==> config.mk <==
export PLATFORM = sky130hd
export DESIGN_NAME = alu_arb
export DESIGN_NICKNAME = d
export VERILOG_FILES = /design/src/rtl/alu_arb.sv
export SDC_FILE = /design/constraint.sdc
export NUM_CORES = 1
export LEC_CHECK = 0
export CAP_MARGIN = 20
export CORE_MARGIN = 2
export CORE_UTILIZATION = 30
export CTS_CLUSTER_DIAMETER = 120
export DETAILED_ROUTE_END_ITERATION = 10
export SYNTH_ARGS = -nofsm -noshare
export SYNTH_HDL_FRONTEND = slang
export SYNTH_SLANG_ARGS = --single-unit
==> constraint.sdc <==
create_clock -name clk -period 2.81 [get_ports clk]
set_input_delay 0.7025 -clock clk [delete_from_list [all_inputs] [get_ports clk]]
set_output_delay 0.7025 -clock clk [all_outputs]
set_load 0.02 [all_outputs]
==> src/rtl/alu_arb.sv <==
// Round-robin arbiter that shares one alu_math datapath among NREQ requesters.
// Issues one command at a time, waits for alu_ready (with a watchdog), and routes the result back.
module alu_arb #(
    parameter int NREQ    = 4,
    parameter int TIMEOUT = 64,
    parameter int CW      = 7
) (
    input  logic              clk,
    input  logic              rst,
    input  logic [NREQ-1:0]   req,
    input  logic [8*NREQ-1:0] req_dat,
    output logic [NREQ-1:0]   gnt,
    output logic              alu_ctl,
    output logic [7:0]        alu_dat,
    input  logic              alu_ready,
    input  logic [31:0]       alu_result,
    output logic [NREQ-1:0]   rsp_val,
    output logic [31:0]       rsp_data,
    output logic              rsp_err,
    output logic              busy
);

    localparam int PW = (NREQ > 1) ? $clog2(NREQ) : 1;

    typedef enum logic [1:0] {
        IDLE  = 2'd0,
        ISSUE = 2'd1,
        WAIT  = 2'd2,
        RESP  = 2'd3
    } state_t;

    state_t        state;
    logic [PW-1:0] ptr;
    logic [PW-1:0] win;
    logic [CW-1:0] cnt;
    logic [PW-1:0] pick;
    logic [7:0]    pick_dat;

    // First set request at or above p, wrapping; the doubled vector makes the wrap a plain shift.
    function automatic logic [PW-1:0] rr_pick(input logic [NREQ-1:0] r, input logic [PW-1:0] p);
        logic [2*NREQ-1:0] dbl;
        logic [PW-1:0]     sel;
        logic              found;
        int                idx;
        dbl   = {r, r} >> p;
        sel   = '0;
        found = 1'b0;
        for (int j = 0; j < NREQ; j++) begin
            if (!found && dbl[j]) begin
                idx = int'(p) + j;
                if (idx >= NREQ) idx = idx - NREQ;
                sel   = PW'(idx);
                found = 1'b1;
            end
        end
        return sel;
    endfunction

    function automatic logic [7:0] byte_of(input logic [8*NREQ-1:0] d, input logic [PW-1:0] i);
        logic [7:0] b;
        b = '0;
        for (int k = 0; k < NREQ; k++) begin
            if (PW'(k) == i) b = d[8*k +: 8];
        end
        return b;
    endfunction

    function automatic logic [NREQ-1:0] onehot(input logic [PW-1:0] i);
        return NREQ'(1) << i;
    endfunction

    function automatic logic [PW-1:0] next_ptr(input logic [PW-1:0] i);
        return (i == PW'(NREQ - 1)) ? '0 : i + 1'b1;
    endfunction

    always_comb begin
        pick     = rr_pick(req, ptr);
        pick_dat = byte_of(req_dat, pick);
    end

    always_ff @(posedge clk or posedge rst) begin
        if (rst) begin
            state    <= IDLE;
            ptr      <= '0;
            win      <= '0;
            cnt      <= '0;
            gnt      <= '0;
            alu_ctl  <= 1'b0;
            alu_dat  <= '0;
            rsp_val  <= '0;
            rsp_data <= '0;
            rsp_err  <= 1'b0;
            busy     <= 1'b0;
        end else begin
            case (state)
                // Arbitrate and sample the winner's operand so later req changes cannot affect it.
                IDLE: begin
                    if (|req) begin
                        win     <= pick;
                        alu_dat <= pick_dat;
                        gnt     <= onehot(pick);
                        alu_ctl <= 1'b1;
                        busy    <= 1'b1;
                        state   <= ISSUE;
                    end
                end
                ISSUE: begin
                    gnt     <= '0;
                    alu_ctl <= 1'b0;
                    cnt     <= '0;
                    state   <= WAIT;
                end
                // Ready takes priority over the watchdog when both land on the same cycle.
                WAIT: begin
                    cnt <= cnt + 1'b1;
                    if (alu_ready) begin
                        rsp_data <= alu_result;
                        rsp_err  <= 1'b0;
                        rsp_val  <= onehot(win);
                        state    <= RESP;
                    end else if (cnt == CW'(TIMEOUT - 1)) begin
                        rsp_data <= '0;
                        rsp_err  <= 1'b1;
                        rsp_val  <= onehot(win);
                        state    <= RESP;
                    end
                end
                RESP: begin
                    rsp_val <= '0;
                    ptr     <= next_ptr(win);
                    busy    <= 1'b0;
                    state   <= IDLE;
                end
                default: state <= IDLE;
            endcase
        end
    end

endmodule

Word level (Yosys, flattened, before mapping)
Cells that the tools add are included.
{"block": "totals", "register_bits": 64, "latch_bits": 0, "ram_bits": 0, "romBits": 0, "input_bits": 71, "wordCells": 90, "n_memories": 0}
{"block": "op_classes", "add_sub_neg": 9, "mul": 0, "div": 0, "order_cmp": 4, "eq_ne": 10, "shifts": 3, "mux": 33, "bitwise_logic": 0, "n_reduce_logical": 20}
{"op": "$mux W32", "n": 2}
{"op": "$mux W8", "n": 4}
{"op": "$mux W2", "n": 12}
{"op": "$pmux W4 S2", "n": 2}
{"op": "$pmux W7 S2", "n": 1}
{"op": "$mux W4", "n": 3}
{"op": "$reduce_and A2 Y1", "n": 6}
{"op": "$reduce_bool A2 Y1", "n": 5}
{"op": "$ge A3 B3 Y1 const B", "n": 3}
{"op": "$pmux W2 S4", "n": 1}
{"op": "$shl A1 B2 Y4 const A", "n": 2}
{"op": "$shr A8 B2 Y4", "n": 1}
{"op": "$sub A2 B1 Y2 const B", "n": 4}
{"op": "$add A7 B1 Y7 const B", "n": 1}
{"op": "$eq A7 B6 Y1 const B", "n": 1}
{"op": "$add A2 B2 Y3 const B", "n": 2}
{"op": "$eq A2 B2 Y1 const B", "n": 3}
{"op": "$mux W1", "n": 6}
{"op": "$eq A2 B2 Y1 const A", "n": 2}
{"op": "$logic_not A2 Y1", "n": 2}
{"op": "$pmux W1 S2", "n": 2}
{"op": "$reduce_or A4 Y1", "n": 1}
{"op": "$add A2 B1 Y3 const B", "n": 1}
{"op": "$ge A2 B3 Y1 const B", "n": 1}
{"op": "other kinds (7)", "n": 11}

Longest topological paths before layout
Gate-level depths: netlist of run 1.
{"block": "depth", "depth_word": 16, "mapped_depth": 7, "depth_no_buf": 6}

Worst setup path after synthesis of run 1
No wires, ideal clock.
{"block": "synth_timing", "path_type": "input -> register", "from": "input req[3]", "to": "register alu_dat[3]", "setup_ps": 142, "arrival_ps": 1798, "setup_slack_ps": 870, "stages": 5, "n_path_buf": 2, "path_cell_list": "clkbuf_1 > or4_1 > nand2_1 > clkbuf_1 > o311ai_2"}
{"block": "synth_between", "elab_chain_len": 16, "elab_cells_between_ends": 24}
{"element": "from (decl)", "line_no": "10", "source": "input logic [NREQ-1:0] req,"}
{"element": "$shr A8 B2 Y4", "line_no": "45", "source": "dbl = {r, r} >> p;"}
{"element": "$mux W1", "line_no": "49", "source": "if (!found && dbl[j]) begin"}
{"element": "$logic_not A1 Y1", "line_no": "49"}
{"element": "$logic_and A1 B1 Y1", "line_no": "49"}
{"element": "$mux W1", "line_no": "49"}
{"element": "$logic_not A1 Y1", "line_no": "49"}
{"element": "$logic_and A1 B1 Y1", "line_no": "49"}
{"element": "$mux W1", "line_no": "49"}
{"element": "$logic_not A1 Y1", "line_no": "49"}
{"element": "$logic_and A1 B1 Y1", "line_no": "49"}
{"element": "$mux W2", "line_no": "49"}
{"element": "$logic_not A2 Y1", "line_no": "63", "source": "if (PW'(k) == i) b = d[8*k +: 8];"}
{"element": "$mux W8 (4 in series)", "line_no": "63"}
{"element": "to (signal assigned)", "line_no": "100", "source": "alu_dat <= pick_dat;"}
{"element": "to (decl)", "line_no": "14", "source": "output logic [7:0] alu_dat,"}
Parallel ways exist; a longest one is shown, timed or not.
A chain may end at the register's enable or synchronous reset.

Worst setup path in the final report of run 1
{"block": "layout_timing", "from": "input req[2]", "to": "register alu_dat[6]"}
Same word-level chain as after synthesis.

==> results of run 1 <==
-- layer usage --
metal	up-vias	GRT usage [%]	share of wire [%]
met5	-	0	0
met4	0	6.286	1.9
met3	13	3.369	6.1
met2	101	22.63	46
met1	1265	21.10	46
li1	1280	-	-
-- final cells by class --
cell class,count,area [um^2],share of cell area (%)
Sequential cell,64,1602,34.65
Multi-Input combinational cell,181,1336,28.91
Inverter,12,45.04,0.9746
Timing Repair Buffer,127,1269,27.45
Clock inverter,7,80.08,1.733
Tap cell,133,166.4,3.600
Clock buffer,9,123.9,2.680
-- power breakdown --
| part | switching (mW) | internal (mW) | leakage, nW |
|---|---|---|---|
| clock network | 0.384 | 0.417 | 0.0960 |
| logic | 1.25 | 1.19 | 1.04 |
| registers | 0.257 | 1.31 | 0.814 |
| total | 1.89 | 2.92 | 1.95 |
-- Yosys cell counts (2+ instances only) --
cell type,count
a21o_1,3
a21oi_1,8
a22o_1,32
a22oi_1,2
a32o_1,4
and3_1,4
and4_2,8
buf_2,4
clkbuf_1,9
dfrtp_1,64
ha_1,10
inv_1,11
mux2i_1,11
nand2_1,24
nand3_1,5
nor2_1,8
nor2_2,2
nor2b_1,3
o21ai_0,18
o22ai_1,3
o311ai_1,7
o31a_1,8
-- kinds of logic (layout without fill, tap and decap cells) --
| logic type | count (synthesis) | count (layout) | share of synthesized area (%) |
|---|---|---|---|
| mux | 12 | 12 | 3.976 |
| simple gates | 63 | 63 | 11.44 |
| buf+inv | 27 | 155 | 3.770 |
| compound gates | 96 | 96 | 24.26 |
| fa+ha+maj | 10 | 10 | 4.098 |
| flops | 64 | 64 | 52.46 |
-- worst max-delay path, stage by stage --
cell             delay [ns]
clkdlybuf4s50_1        0.56
nand2b_1               0.12
a21oi_2                0.40
nor3_4                 0.12
buf_4                  0.18
mux2i_1                0.12
o311ai_1               0.25
-- placed cells by master, fill, tap and decap left out, types with 2 or more instances in the layout --
cell / count
buf_4: 5
o31a_1: 8
and4_2: 8
a32o_1: 4
o22ai_1: 3
o21ai_0: 18
clkbuf_8: 9
nand3_1: 5
ha_1: 10
o311ai_1: 7
clkdlybuf4s50_1: 121
mux2i_1: 11
and3_1: 4
nand2_1: 24
a22oi_1: 2
a22o_1: 32
nor2_2: 2
a21o_1: 3
inv_1: 10
nor2b_1: 3
clkinvlp_4: 2
clkinv_4: 3
a21oi_1: 8
dfrtp_1: 64
nor2_1: 8
-- worst max path at each step --
stage	start	to
2_1_floorplan	rst	alu_ctl
3_3_place_gp	req[2]	alu_dat[5]
3_5_place_dp	req[2]	alu_dat[4]
4_1_cts	req[2]	alu_dat[6]
5_1_grt	req[2]	alu_dat[4]
6_report	req[2]	alu_dat[6]
-- per-stage QoR --
step / util (%) / setup WS (ns) / instances / hold slack [ns] / power (mW)
2_1_floorplan: - / 0.5094 / 272 / 0.4661 / 2.991
3_3_place_gp: 44.99 / 0.3185 / 517 / 0.4841 / 4.001
3_5_place_dp: 44.99 / 0.2546 / 517 / 0.4765 / 4.042
4_1_cts: 47.07 / 0.6221 / 533 / 0.4993 / 4.869
5_1_grt: 47.07 / 0.4609 / 533 / 0.5251 / 5.146
6_report: 47.07 / 0.5810 / 533 / 0.5025 / 4.807
-- flip-flops by register name, indices dropped and copies added, names as in the netlist --
signal    cells
rsp_data     32
rsp_val       4
busy          1
rsp_err       1
gnt           4
cnt           7
state         2
win           2
alu_ctl       1
alu_dat       8
ptr           2
==> qor.yml, run 1 <==
peakVddDrop_mv: 0.3497
start_kind: "input port"
reg2reg_slack_ns: 0.92
rsz0062_at_grt: "false"
finalCritPeriodShare_pct: 79.32
synth_top_area_share_pct: 52.46
num_vias: 2659
hp-class: "register to register"
syn_to_final_growth_pct: 51.39
drt_wl_total_um: 8080
setup_viol: 0
ys_top_cells_by_area: "dfrtp_1 (52%), a22o_1 (9.2%), ha_1 (4.1%)"
coreArea_um2: 9819
crit_arrival_ns: 2.46
netlist_area_um2: 3053
antenna_found_initial: 0
cts_tree: "yes"
ys_seq_area_share_pct: 52.46
grt_max_degree: 41
cp.required_ns: 3.04
viasPerCell: 4.989
antenna_left: 0
nets: 476
fp.dieW_um: 104.9
fin_crit_ns: 2.229
synth.ff_latch_count: 64
first_pass_iters: 4
grt_util_all_layers_pct: 15.13
cts_sinks: 64
status: "completed"
cts_setup_buffers: 0
fill_cells: 940
hold_viol: 0
drive_above_1_share_pct: 10.00
worstHoldStart: "rsp_err"
cts_buffer_depth: 2
tns_ns: 0
path_max_fanout: 9
drtIter0Drc: 145
die_h_um: 104.9
ctsHoldBuffers: 0
postLayoutCellArea_um2: 4622
path_class: "input port to register"
worst_pin_slew_ns: 0.5550
path_clk_slew_ns: 0.08
ys_types: 46
drcViolationCount: 0
grt_pass1_wl_um: 13370
dp_hpwl_um: 5978
synth_area_leader_cell: "dfrtp_1"
htree_levels: 3
yosys_warnings: 0
async_reset_ff_share_pct: 100.0
synth_top_flop_cell: "dfrtp_1"
drv_cap: 0
max_freq_ghz: 0.4486
io_buffers: 121
rr_endpoint: "alu_dat[6]"
cts_root_buf: "clkbuf_8"
r2r_cells: 6
slew_violations: 0
r2r-start: "ptr[1]"
grt_pass1_vias: 2642
cp-end-kind: "register"
numCtsBuffers: 9
slew_headroom_pct: 62.61
initial_core_util_pct: 31.09
syn_nets: 353
min_to: "rsp_err"
skew_ns: 0.01090
place.gp.congestion: 0.8131
rows: 36
clock_latency_ns: 0.34
die_area_um2: 11000
powerDensity_nw_per_um2: 1040
ioPinCount: 122
holdPathStages: 2
cts_resized: 0
grt_overflow_total: 0
n_antenna_cell: 0
syn_inst: 272
avgRoutedWirePerCell_um: 15.16
synth.avg_cell_area_um2: 11.22
synth-edff-count: 0
leakage_nw: 1.949
postPlaceCellArea_um2: 4418
Power figures use the tool's default switching activity.
==> run 2, diff against run 1 <==
==> constraint.sdc (replaced) <==
create_clock -name clk -period 2.3 [get_ports clk]
set_input_delay 0.575 -clock clk [delete_from_list [all_inputs] [get_ports clk]]
set_output_delay 0.575 -clock clk [all_outputs]
set_load 0.02 [all_outputs]
==> qor.yml, run 2 (synthesized netlist as in run 1, its figures left out) <==
p_switching_mw: 2.289
peakVddDrop_mv: 0.4560
path_max_fanout: 8
cts_setup_buffers: 0
dp_hpwl_um: 5869
initial_core_util_pct: 31.09
skew_ns: 0.006697
grt_util_all_layers_pct: 15.11
path_clk_slew_ns: 0.07
slew_violations: 0
hp-class: "register to register"
io_buffers: 121
avgRoutedWirePerCell_um: 15.11
grt_pass1_vias: 2675
crit_arrival_ns: 2.17
crit_buf_inv: 2
n_antenna_cell: 0
ioPinCount: 122
place.gp.congestion: 0.8129
viasPerCell: 4.944
worst_pin_slew_ns: 0.5382
fin_crit_ns: 1.959
slew_headroom_pct: 63.74
path_class: "input port to register"
cts_buffer_depth: 2
ctsHoldBuffers: 0
cp.required_ns: 2.51
coreArea_um2: 9819
pwr-share-clk_pct: 18.0
layout_common_cells: "clkdlybuf4s50_1 (121), dfrtp_1 (64), a22o_1 (32)"
critPathSlowestCell: "clkdlybuf4s50_1"
grt_pass1_wl_um: 13410
leakage_nw: 1.996
seqCellArea_um2: 1602
htree_levels: 3
first_pass_iters: 4
start_kind: "input port"
top_regs: "rsp_data (32), alu_dat (8), cnt (7)"
cts_resized: 0
cp-end-kind: "register"
max_freq_ghz: 0.5105
rsz0062_at_grt: "false"
largest_reg_flops: 32
multiInputGateArea_um2: 1336
regMostFlops: "rsp_data"
drive_above_1_share_pct: 11.08
fp.dieW_um: 104.9
antenna_found_initial: 0
drv_cap: 0
nets: 482
cts_sinks: 64
postLayoutCellArea_um2: 4710
cts_root_buf: "clkbuf_8"
drcViolationCount: 0
fill_cells: 942
setup_slack_ns: 0.3410
antenna_left: 0
rows: 36
num_vias: 2665
powerDensity_nw_per_um2: 1284
hold_viol: 0
grt_max_degree: 52
utilization_pct: 47.96
drt_wl_total_um: 8144
drtIter0Drc: 166
clock_latency_ns: 0.34
p_comb_share_pct: 50.7
die_area_um2: 11000
setup_viol: 0
syn_to_final_growth_pct: 54.26
power_switching_share_pct: 37.86
p_seq_share_pct: 31.4
finalCritPeriodShare_pct: 85.17
worstPathCellList: "clkdlybuf4s50_1, mux2i_1, nor2_2, buf_4, o31a_1, o21ai_0, o311ai_1"
status: "completed"
die_h_um: 104.9
slowest_delay_ns: 0.49
pre_cts_slack_ns: -0.04188
tns_ns: 0
power_mw: 6.046
cts_tree: "yes"
numCtsBuffers: 9
grt_overflow_total: 0
postPlaceCellArea_um2: 4488
final_common_cell: "clkdlybuf4s50_1"
critPathTopFamily: "buffers and inverters"
p_int_mw: 3.757
==> run 2: cell types whose count changed in the layout (fill, tap and decap cells not counted) <==
cell | before | now
buf_4 | 5 | 9
clkinv_4 | 3 | 0
buf_12 | 1 | 3
bufinv_16 | 1 | 2
clkbuf_1 | 0 | 1
clkbuf_8 | 9 | 10
clkinv_2 | 0 | 1
inv_6 | 1 | 0
==> run 2: worst paths after layout <==
check,to,slack [ns],from,cells after the start
max,alu_dat[5],0.34,req[2],7
min,alu_dat[7],0.49,alu_dat[7],2
max reg2reg,rsp_data[2],0.43,cnt[0],6
min reg2reg,alu_dat[7],0.49,alu_dat[7],2
max in group asynchronous,rsp_data[10],1.21,rst,3
min in group asynchronous,rsp_data[25],0.52,rst,2
==> run 2: tightest hold or removal path, delay by kind of cell (launching register included) <==
family           cells  cell delay (ns)
flip-flops           1             0.35
AO/OA/AOI/OAI        1             0.06
AND/OR/NAND/NOR      1             0.05
==> run 2: final cells by class <==
cell class / count / area share (%)
clock buffers: 11 / 3.002
clock inverters: 5 / 1.700
inverters: 12 / 0.9564
multi-input cells: 181 / 28.37
flip-flops and latches: 64 / 34.01
well taps: 133 / 3.533
repair buffers: 133 / 28.43
==> run 2: power groups by stage <==
stage / clock network, mW / logic, mW / registers [mW]
after floorplan: 0 / 1.29 / 2.36
after global placement: 0 / 3.06 / 1.91
after detailed placement: 0 / 3.10 / 1.92
after CTS: 1.10 / 3.11 / 1.90
after global routing: 1.15 / 3.32 / 1.97
final: 1.09 / 3.06 / 1.90
==> run 2: metrics by stage <==
step | cells | hold WS, ns
after CTS | 539 | 0.4981
after detailed placement | 523 | 0.4805
after floorplan | 272 | 0.4661
after global routing | 539 | 0.5241
final | 539 | 0.4903
after global placement | 523 | 0.4717
==> run 2: layer usage <==
| metal | track usage [%] | vias up | part of all wire, % |
|---|---|---|---|
| met5 | 0 | - | 0 |
| met4 | 6.095 | 0 | 1.4 |
| met3 | 3.182 | 9 | 5.9 |
| met2 | 22.59 | 98 | 44 |
| met1 | 21.29 | 1271 | 49 |
| li1 | - | 1287 | - |
